===== src/rtl/zapper_flash_ctrl.sv =====
// Light-gun shot sequencer: frame-aligned black/white flash, hit judgement, ammo and cooldown.
// Define ZAPPER_STATS_EN to add saturating shots_total / hits_total counters.
module zapper_flash_ctrl #(
  parameter int SHOTS_PER_ROUND = 3,
  parameter int DETECT_MIN      = 16,
  parameter int LEAK_MAX        = 8,
  parameter int COOLDOWN_FRAMES = 8
) (
  input  logic       clk,
  input  logic       rst_n,
  input  logic       frame_start,
  input  logic       valid,
  input  logic       trigger,
  input  logic       detect,
  input  logic       duck_active,
  input  logic       round_start,
  output logic [1:0] flash_mode,
  output logic       hit_pulse,
  output logic       miss_pulse,
  output logic [2:0] shots_left,
`ifdef ZAPPER_STATS_EN
  output logic [7:0] shots_total,
  output logic [7:0] hits_total,
`endif
  output logic       busy
);

  localparam int WW = $clog2(DETECT_MIN + 2);
  localparam int LW = $clog2(LEAK_MAX + 2);
  localparam int CW = $clog2(COOLDOWN_FRAMES + 2);
  localparam logic [WW-1:0] W_MAX   = WW'(DETECT_MIN);
  localparam logic [LW-1:0] L_MAX   = LW'(LEAK_MAX);
  localparam logic [CW-1:0] CD_INIT = CW'(COOLDOWN_FRAMES);
  localparam logic [2:0]    AMMO    = 3'(SHOTS_PER_ROUND);

  typedef enum logic [2:0] {S_IDLE, S_ARM, S_BLACK, S_WHITE, S_EVAL, S_COOL} state_e;

  state_e        state_q, state_d;
  logic [2:0]    shots_q, shots_d;
  logic [LW-1:0] leak_q, leak_d;
  logic [WW-1:0] white_q, white_d;
  logic [CW-1:0] cd_q, cd_d;
  logic          hit_d, miss_d, hit_q, miss_q, busy_q;
  logic [1:0]    flash_q;
  logic          trig_s1_q, trig_s2_q, trig_s3_q, det_s1_q, det_s2_q;
  logic          trig_rise, pix, accept;

  always_ff @(posedge clk or negedge rst_n) begin
    if (!rst_n) begin
      {trig_s1_q, trig_s2_q, trig_s3_q} <= 3'b000;
      {det_s1_q, det_s2_q}              <= 2'b00;
    end else begin
      {trig_s3_q, trig_s2_q, trig_s1_q} <= {trig_s2_q, trig_s1_q, trigger};
      {det_s2_q, det_s1_q}              <= {det_s1_q, detect};
    end
  end

  assign trig_rise = trig_s2_q & ~trig_s3_q;
  assign pix       = valid & det_s2_q;
  assign accept    = (state_q == S_IDLE) && trig_rise && (shots_q != 3'd0)
                     && duck_active && !round_start;

  always_comb begin
    state_d = state_q;
    shots_d = shots_q;
    leak_d  = leak_q;
    white_d = white_q;
    cd_d    = cd_q;
    hit_d   = 1'b0;
    miss_d  = 1'b0;
    if (round_start) begin
      state_d = S_IDLE;
      shots_d = AMMO;
    end else begin
      case (state_q)
        S_IDLE: if (accept) begin
          state_d = S_ARM;
          shots_d = shots_q - 3'd1;
          leak_d  = '0;
        end
        S_ARM: if (frame_start) state_d = S_BLACK;
        S_BLACK: begin
          if (pix && leak_q != L_MAX) leak_d = leak_q + LW'(1);
          if (frame_start) begin
            state_d = S_WHITE;
            white_d = '0;
          end
        end
        S_WHITE: begin
          if (pix && white_q != W_MAX) white_d = white_q + WW'(1);
          // Judge here so the registered pulse lands in the single EVAL cycle.
          if (frame_start) begin
            state_d = S_EVAL;
            if (white_q >= W_MAX && leak_q < L_MAX) hit_d = 1'b1;
            else                                    miss_d = 1'b1;
          end
        end
        S_EVAL: begin
          if (CD_INIT == '0) state_d = S_IDLE;
          else begin
            state_d = S_COOL;
            cd_d    = CD_INIT;
          end
        end
        S_COOL: if (frame_start) begin
          cd_d = cd_q - CW'(1);
          if (cd_q <= CW'(1)) begin
            cd_d    = '0;
            state_d = S_IDLE;
          end
        end
        default: state_d = S_IDLE;
      endcase
    end
  end

  always_ff @(posedge clk or negedge rst_n) begin
    if (!rst_n) begin
      state_q <= S_IDLE;
      shots_q <= AMMO;
      leak_q  <= '0;
      white_q <= '0;
      cd_q    <= '0;
      flash_q <= 2'b00;
      busy_q  <= 1'b0;
      hit_q   <= 1'b0;
      miss_q  <= 1'b0;
    end else begin
      state_q <= state_d;
      shots_q <= shots_d;
      leak_q  <= leak_d;
      white_q <= white_d;
      cd_q    <= cd_d;
      flash_q <= (state_d == S_BLACK) ? 2'b01 : (state_d == S_WHITE) ? 2'b10 : 2'b00;
      busy_q  <= (state_d != S_IDLE);
      hit_q   <= hit_d;
      miss_q  <= miss_d;
    end
  end

  assign flash_mode = flash_q;
  assign busy       = busy_q;
  assign hit_pulse  = hit_q;
  assign miss_pulse = miss_q;
  assign shots_left = shots_q;

`ifdef ZAPPER_STATS_EN
  logic [7:0] shots_tot_q, hits_tot_q;

  always_ff @(posedge clk or negedge rst_n) begin
    if (!rst_n) begin
      shots_tot_q <= 8'd0;
      hits_tot_q  <= 8'd0;
    end else begin
      if (accept && shots_tot_q != 8'hFF) shots_tot_q <= shots_tot_q + 8'd1;
      if (hit_d && hits_tot_q != 8'hFF)   hits_tot_q  <= hits_tot_q + 8'd1;
    end
  end

  assign shots_total = shots_tot_q;
  assign hits_total  = hits_tot_q;
`endif

endmodule


===== config.mk =====
export PLATFORM = sky130hd
export DESIGN_NAME = zapper_flash_ctrl
export DESIGN_NICKNAME = d
export VERILOG_FILES = /design/src/rtl/zapper_flash_ctrl.sv
export SDC_FILE = /design/constraint.sdc
export NUM_CORES = 1
export LEC_CHECK = 0
export CORE_ASPECT_RATIO = 0.6
export CORE_UTILIZATION = 59
export CTS_CLUSTER_DIAMETER = 60
export DETAILED_ROUTE_END_ITERATION = 16
export PLACE_DENSITY = 0.83
export SYNTH_ARGS = -nofsm -noshare
export SYNTH_HDL_FRONTEND = slang
export SYNTH_SLANG_ARGS = --single-unit

===== constraint.sdc =====
create_clock -name clk -period 2.75 [get_ports clk]
set_input_delay 0.4125 -clock clk [delete_from_list [all_inputs] [get_ports clk]]
set_output_delay 0.4125 -clock clk [all_outputs]
set_load 0.02 [all_outputs]

* Word level (Yosys, flattened, before mapping)
Index checks and enable logic that the tools add are counted.
Storage, ports and cells: bits in registers 29, input port bits 8, output and inout bits 8, logic and storage cells 89
Operators by class: add/sub/neg operators 4, order comparisons 3, eq/ne operators 14, multiplexer cells 30, bitwise logic cells 4, reduce and logical (&&, ||, !) cells 20
Operators by type and width (count):
- 3-bit 2-to-1 mux | 10
- 3-bit case mux with 6 select lines | 1
- 4-bit 2-to-1 mux | 4
- 4-bit case mux with 2 select lines | 2
- 3-bit by 2-bit == test with 1-bit output (second input constant) | 4
- 5-bit 2-to-1 mux | 2
- 2-bit != test (second input constant) | 5
- 5-bit case mux with 2 select lines | 1
- 2-bit nonzero test | 5
- 1-bit 2-to-1 mux | 8
- 4-bit AND reduction | 2
- 1-bit logical AND | 7
- 3-bit == test (second input constant) | 2
- 3-bit nonzero test | 2
- 5-bit by 1-bit adder with 5-bit output (second input constant) | 1
- 5-bit >= comparator (second input constant) | 1
- 5-bit != test (second input constant) | 1
- 4-bit by 1-bit adder with 4-bit output (second input constant) | 1
- 4-bit by 1-bit <= comparator with 1-bit output (second input constant) | 1
- 4-bit < comparator (second input constant) | 1
- 2-bit 2-to-1 mux | 2
- 4-bit != test (second input constant) | 1
- 4-bit by 1-bit subtractor with 4-bit output (second input constant) | 1
- 3-bit by 1-bit == test with 1-bit output (second input constant) | 1
- other kinds (7) | 9

* Depth between registers and ports, before layout
Gate-level depths: netlist (run 1).
depth after elaboration 12, mapped depth 7, gate-level depth less buffers 6

* Worst setup path after synthesis (run 1)
OpenSTA, ideal clock, no wires.
kind register to register, from register state_q[2], to register leak_q[3], setup time 0.126 ns, arrival 1.585 ns, required time 2.624 ns, slack 1.038 ns, stages on the path, launching flop included 6, path buffers 1, clock period less this slack 1.712 ns, cells stage by stage dfrtp_1 > buf_6 > or3b_4 > or4_4 > a21oi_2 > o22ai_1
Between the ends: longest elaborated chain between the ends 7, elaborated cells between the ends (all ways) 11, classes of those cells 3 x eq/ne; 1 x mux; 7 x reduce/logical
Ends and longest elaborated chain:
- from (decl) | line 38 | state_e state_q, state_d;
- from (signal assigned) | line 129 | state_q <= state_d;
- 3-bit zero test | line 60, 75
- 1-bit logical AND (2 in series) | line 60 | assign accept = (state_q == S_IDLE) && trig_rise && (shots_q != 3'd0)
- 1-bit logical AND (2 in series) | line 61 | && duck_active && !round_start;
- 2-bit != test (no line)
- 4-bit AND reduction (no line)
- to (signal assigned) | line 131 | leak_q <= leak_d;
- to (decl) | line 40 | logic [LW-1:0] leak_q, leak_d;
Parallel ways exist; a longest one is shown, timed or not. A chain may end at the register's enable or synchronous reset.

* Worst setup path in the final report (run 1)
from register shots_q[1], in the netlist shots_left[1], to output shots_left[1]
RTL lines:
- from (decl) | line 39 | logic [2:0] shots_q, shots_d;
- from (signal assigned) | line 130 | shots_q <= shots_d;
- to (decl) | line 20 | output logic [2:0] shots_left,
No word-level cell between the ends.

==> results.md, run 1 <==
* Final setup TNS at 0 ns
* Routed WL at 3455 µm
* DP HPWL at 2435 µm
* Post-synthesis simple-gate area fraction at between 10% and 20%
* Worst VDD drop at around 0.44 mV
* Initial core utilization at 66.20%
* Synth-to-Final Area Change at 18.33%
* H-tree depth at 2
* Post-Synth XOR/XNOR Area at 1.718%
* Final worst path period share at 66.93%
* Power share of the sequential group at 47.3%
* Clock Latency Late Sink at 0.29 ns
* Highest Clock Rate at 0.5433 GHz
* Core area at around 0.0023 mm²
* Post-synth net total at approximately 170
* DIE WIDTH at 67.72 µm
* Worst Setup End Kind: output pin
* Status: finished clean
* DR vias/cell at 6.155
* Pint at 0.8066 mW
* Maxcap violations at 0
* Clk pwr share at about a third
* HP Start: det_s1_q
* I/O Pins at 16
* N_diodes at 0
* Post-synth EDFFs at 0
* Nets@finish at 191
* CTS buffer count at 5
* Post-synthesis mux area share at under 10%
* Die Ht at approximately 41 µm
* Drt first pass iters at 6
* Hold Fails Final Rpt at 0
* Unrepaired setup endpoints after global routing: no
* Finished Core Util at between 70% and 80%
* Syn Std Cell Area at 0.001529 mm²
* Register bit total from synthesis at 29
* CP Class: reg2out
* Internal reg-to-reg setup slack at 0.92 ns
* Fraction of layout cells with a size suffix above 1 at between 10% and 20%
* Compound-Gate Fraction of Synth Area at approximately 18%
* Pleak at 0.7843 nW
* Slew Viols, Final at 0
* CTS tree: done
* CTS Root Buffer Type: clkbuf_8
* Most frequent cells in the layout: dfrtp_1 (27), clkdlybuf4s50_1 (15), inv_1 (14)
* R2R depth at 4
* Psw at 0.3584 mW
* Hold path cells at 0
* Netlist cell types at 48
* Post-CTS Hold Buffers at 0
* Wirelength per Cell at 16.77 µm
* Combinational power share at 18.6%
* Vias in the first global route at 1,221
* Remaining DRCs at 0
* Reg clk slew, reported paths at approximately 0.06 ns
* Power per standard cell area at ~640 mW/mm²
* Post-layout minimum cycle time at 1.841 ns
* Slowest cell on the critical path: clkdlybuf4s50_1
* Gpl congestion at a little over 0.9
* Main flop type after synthesis: dfrtp_1
* Critical path buffers and inverters at 1
* Reg-to-Reg Start: state_q[2]
* Grt ovf at 0
* WHS at approximately 0.35 ns
* Largest family of logic cells by synthesized area: simple AND/OR/NAND/NOR gates
* Sw frac at a little under a third
* Clock sinks at 29
* Postcts setup bufs at 0
* Crit path DAT at 1.43 ns
* DRT iter0 DRCs at 190
* Largest net degree at the start of global routing at 17
* Mean Syn Cell Area at between 9 and 10 µm²
* Synth Instances at between 150 and 200
* Post-synthesis adder-cell area fraction at 6.547%
* Reg2reg end: leak_q[0]
* Endpoints failing setup at 0
* Global-route wire length before repair at a little under 6000 µm
* Die area at 0.002806 mm²
* CP Launch Type: register
* CTS resizes at 0
* Synth warn at 0
* Crit-path max FO at 3
* GRT Overall Usage at 29.05%
* Hold Path Sink: det_s2_q
* CTS max path bufs at 2
* Post-Route Skew at about 0.013 ns
* Vias after detailed routing at 1,268
* Register area share after synthesis at between 40% and 50%
* DRT antenna net count at 0
* Crit-path max cell delay at around 0.60 ns
* Slew @ Worst Pin at 0.6393 ns
* Commonest non-fill, non-tap cell in the layout: dfrtp_1
* Row cnt at 13
* Hold crit path type: reg2reg
* Initial antenna violation count at 0
* Worst-path cell chain: clkdlybuf4s50_1
* Slew margin rel. at a little under three fifths
* Port Buf Inserts at 15
* CP Data Required Time at roughly 2.3 ns
* CP delay by family, top: buffers and inverters
* Placed cell area at 0.001708 mm²
* Async set-reset flop share out of synthesis at between 90% and 100%
* Final instance area at 0.001809 mm²
## synthesized netlist by cell type, types with 2 or more instances
master / instances / area share (%)
o21ai_0: 10 / 3.3
o211ai_1: 5 / 2.5
nand3_1: 6 / 2.0
nor3_1: 4 / 1.3
a21oi_1: 5 / 1.6
ha_1: 8 / 6.5
clkbuf_1: 2 / 0.49
and2_1: 2 / 0.82
nor4bb_1: 2 / 1.3
nand2b_1: 4 / 1.6
dfstp_2: 2 / 3.4
xnor2_1: 2 / 1.1
nand3b_1: 2 / 0.98
nor2_1: 9 / 2.2
or2_2: 2 / 0.82
o22ai_1: 2 / 0.82
nand2_1: 12 / 2.9
mux2i_1: 2 / 1.3
a31oi_1: 2 / 0.82
inv_1: 14 / 3.4
dfrtp_1: 27 / 44
or3_1: 5 / 2.0
## how the worst max path moves through the flow
stage                          to  cells past startpoint          start  slack [ns]
floorplan               leak_q[3]                      5     state_q[2]        1.04
global placement          cd_q[1]                      5    frame_start        0.67
detailed placement        cd_q[1]                      4    round_start        0.66
CTS                 shots_left[0]                      1  shots_left[0]        0.90
global route        flash_mode[1]                      6        cd_q[0]        0.81
finish              shots_left[1]                      1  shots_left[1]        0.91
## power by group through the flow
stage / registers, mW / clock network (mW) / logic (mW)
after floorplan: 0.540 / 0 / 0.141
after global placement: 0.550 / 0 / 0.199
after detailed placement: 0.555 / 0 / 0.211
after CTS: 0.548 / 0.397 / 0.216
after global routing: 0.559 / 0.419 / 0.246
final: 0.551 / 0.398 / 0.217
## sequential cells by signal (all words and copies together), names as in the netlist
name and flops:
miss_pulse 1, det_s1_q 1, flash_mode 2, busy 1, trig_s2_q 1, cd_q 4, trig_s3_q 1, trig_s1_q 1
state_q 3, white_q 5, det_s2_q 1, shots_left 3, leak_q 4, hit_pulse 1
## per-stage QoR
| stage | power, mW | setup slack [ns] | std cells |
|---|---|---|---|
| floorplan | 0.6808 | 1.038 | 155 |
| global placement | 0.7484 | 0.6723 | 198 |
| detailed placement | 0.7660 | 0.6553 | 198 |
| CTS | 1.161 | 0.8990 | 206 |
| global route | 1.223 | 0.8055 | 206 |
| finish | 1.165 | 0.9094 | 206 |
## routing by layer
| metal | part of all wire, % | vias up | GRT usage (%) |
|---|---|---|---|
| li1 | - | 593 | - |
| met4 | 2.3 | 0 | 11.06 |
| met2 | 44 | 57 | 40.79 |
| met3 | 7.9 | 14 | 11.26 |
| met1 | 46 | 604 | 40.07 |
| met5 | 0 | - | 0 |
## final cells by class
class / count / area (µm²)
clock buffers: 7 / 96.34
inverters: 14 / 52.55
clock inverters: 1 / 5.005
fillers: 158 / 500.5
well taps: 30 / 37.54
flip-flops and latches: 29 / 728.2
multi-input cells: 107 / 716.9
repair buffers: 18 / 172.7
## logic make-up after synthesis
kind of cell	Yosys count
XOR/XNOR	3
AO/OA/AOI/OAI	40
adder cells (fa/ha/maj)	8
AND/OR/NAND/NOR	54
flip-flops	29
multiplexers	2
buffers and inverters	19
Power figures use the tool's default switching activity.
==> run 2: changes to the inputs <==
- CORE_UTILIZATION: 59 -> 55
- PLACE_DENSITY: 0.83 -> 0.78
- clock period: 2.75 -> 1.7 ns (I/O delays scaled with it)
==> run 2 against run 1 <==
  * Wire length grew 4.9%
  * Cell count up 7.8%
  * Critical endpoint is now shots_left[0]
  * Critical path type unchanged
  * Critical path depth unchanged
  * Setup slack got worse by 0.88 ns
  * Combinational power grew 100%
  * Sequential cell count unchanged
  * Via count increased by 4.6%
  * Non-clock buffer count is 14 higher
  * Die area is 7.0% higher
==> results.md, run 2 (same netlist as run 1, synthesis figures left out) <==
* Post-CTS Hold Buffers at 0 (unchanged)
* CTS buffer count at 5 (unchanged)
* Tot Pwr at 1.883 mW (+62%)
* Nets@finish at 205 (+7.3%)
* Cell Count, Final, Fillers Out at 222 (+7.8%)
* Routed WL at 3624 µm (+4.9%)
* Grt ovf at 0 (unchanged)
* Slew Viols, Final at 0 (unchanged)
* Max reg flops at 5 (unchanged)
* Register area at 729.5 µm² (+0.17%)
* Slew @ Worst Pin at 0.3658 ns (-0.2735 ns)
* Die Ht at 42.84 µm (+3.4%)
* Power per standard cell area at 961.0 mW/mm² (+49%)
* Core area at 0.002575 mm² (+11%)
* DR vias/cell at 5.973 (-3.0%)
* Initial antenna violation count at 0 (unchanged)
* Largest net degree at the start of global routing at 30 (+13)
* Critical path buffers and inverters at 1 (unchanged)
* Drt first pass iters at 4 (-2)
* CP Depth at 1 (unchanged)
* Initial core utilization at 59.38% (-6.8 points)
* DP HPWL at 2550 µm (+4.7%)
* Final worst path period share at 98.27%
* Post-route setup slack at 0.02946 ns (-0.8799 ns)
* Internal reg-to-reg setup slack at 0.03 ns (-0.89 ns)
* Clock Latency Late Sink at 0.28 ns (about the same)
* Top Registers: white_q x5, cd_q x4, leak_q x4
* Die area at 0.003002 mm² (+7.0%)
* Port Buf Inserts at 15 (unchanged)
* Pre-CTS setup slack at -0.1701 ns (-0.8254 ns)
* Crit path launch: shots_left[0]
* Met3 Routed Length at 236 µm (-14%)
* Top reg by flops: white_q
* Crit path DAT at 1.42 ns (about the same)
* Post-Route Skew at 0.007376 ns (-0.005253 ns)
* Gpl congestion at 0.9052 (-1.2%)
* CP Class: reg2out
* DIE WIDTH at 70.07 µm (+3.5%)
* Reg clk slew, reported paths at 0.07 ns (about the same)
* Fraction of layout cells with a size suffix above 1 at 21.58% (+11 points)
* Total placed cells including tap cells at 212 (+7.1%)
* Reg-to-Reg Start: state_q[2]
* Reg2reg end: leak_q[0]
* Worst-path cell chain: clkdlybuf4s50_1
* Worst VDD drop at 0.8304 mV (+87%)
* Multi-input gate area at 767.0 µm² (+7.0%)
* Vias in the first global route at 1,275 (+4.4%)
* Maxcap violations at 0 (unchanged)
* Slowest cell on the critical path: clkdlybuf4s50_1
* Clock sinks at 29 (unchanged)
* M1 WL at 1773 µm (+11%)
* Top Metal Used: met4
* Row cnt at 14 (+1)
* Post-layout minimum cycle time at 1.671 ns
* Slew margin rel. at 75.62% (+18 points)
* Most frequent cells in the layout: dfrtp_1 (26), buf_4 (16), clkdlybuf4s50_1 (14)
* N_diodes at 0 (unchanged)
* Termination of the worst setup path: shots_left[0]
* R2R depth at 4 (unchanged)
* CTS max path bufs at 2 (unchanged)
* I/O Pins at 16 (unchanged)
* Hold Fails Final Rpt at 0 (unchanged)
* Worst Setup End Kind: output pin
* Endpoints failing setup at 0 (unchanged)
* Unrepaired setup endpoints after global routing: yes
* Synth-to-Final Area Change at 28.15%
* CP delay by family, top: buffers and inverters
* Highest Clock Rate at between 0.5 and 0.6 GHz
* Crit-path max FO at 2 (-1)
* Remaining DRCs at 0 (unchanged)
* DRT iter0 DRCs at 62 (-67%)
* Vias after detailed routing at 1,326 (+4.6%)
* CTS tree: done
* Crit-path max cell delay at 0.60 ns (about the same)
* Met2 WL at 1560 µm (+3.4%)
* CP Launch Type: register
* Wirelength per Cell at 16.32 µm (-2.7%)
* Status: finished clean
* GRT Overall Usage at 26.46% (-2.6 points)
* Fillcell total at 189 (+20%)
* H-tree depth at 2 (unchanged)
* Pleak at 0.8537 nW (+8.9%)
* DRT antenna net count at 0 (unchanged)
* Global-route wire length before repair at 5920 µm (+2.0%)
* Commonest non-fill, non-tap cell in the layout: dfrtp_1
* CTS Root Buffer Type: clkbuf_8
* CP Data Required Time at 1.44 ns (-0.90 ns)
* Hold crit path type: reg2reg
-- run 2: changes by cell type in the layout (fill, tap and decap cells not counted), moves of 2 or more --
cell      change
o21ai_2       +2
nor4bb_1      -2
buf_4        +13
o21ai_0       -3
clkbuf_8      -2
-- run 2: worst min-delay path by stage --
stage / depth (start not counted) / startpoint / to
after floorplan: 0 / rst_n / busy
after CTS: 0 / det_s1_q / det_s2_q
after global routing: 0 / det_s1_q / det_s2_q
final: 0 / det_s1_q / det_s2_q
after global placement: 0 / det_s1_q / det_s2_q
after detailed placement: 0 / det_s1_q / det_s2_q
-- run 2: power by group --
group | total [mW] | switching (mW) | internal [mW]
registers | 0.898 | 0.117 | 0.781
logic | 0.437 | 0.217 | 0.220
clock network | 0.548 | 0.266 | 0.281
-- run 2: metal layers --
layer / vias to the layer above / track usage [%]
met5: - / 0
met2: 54 / 39.81
li1: 622 / -
met3: 8 / 8.076
met4: 0 / 9.600
met1: 642 / 36.51
-- run 2: layout make-up --
type	count	area share, %
clock buffers	5	3.512
clock inverters	3	0.8940
inverters	14	2.682
multi-input cells	107	39.14
flip-flops and latches	29	37.23
well taps	32	2.043
repair buffers	32	14.50
-- run 2: metrics by stage --
| step | util [%] | TNS [ns] | hold slack [ns] | cell area, µm² |
|---|---|---|---|---|
| floorplan | - | 0 | -0.04059 | 1529 |
| global placement | 69.92 | -0.1871 | 0.3316 | 1800 |
| detailed placement | 69.92 | -0.5641 | 0.3372 | 1800 |
| CTS | 73.62 | 0 | 0.3533 | 1896 |
| global route | 76.09 | -0.01350 | 0.3675 | 1959 |
| finish | 76.09 | 0 | 0.3510 | 1959 |
-- run 2: repair_timing --
item | CTS | global route
gates resized for setup | 3 | 14
pin swaps | 0 | 7
setup endpoints to repair | 2 | 15
setup buffers | 0 | 2
==> run 3: changes to the inputs <==
- HOLD_SLACK_MARGIN: default -> 0.06
==> results of run 3 <==
Final layout, timing and power as in run 2 (identical DEF).
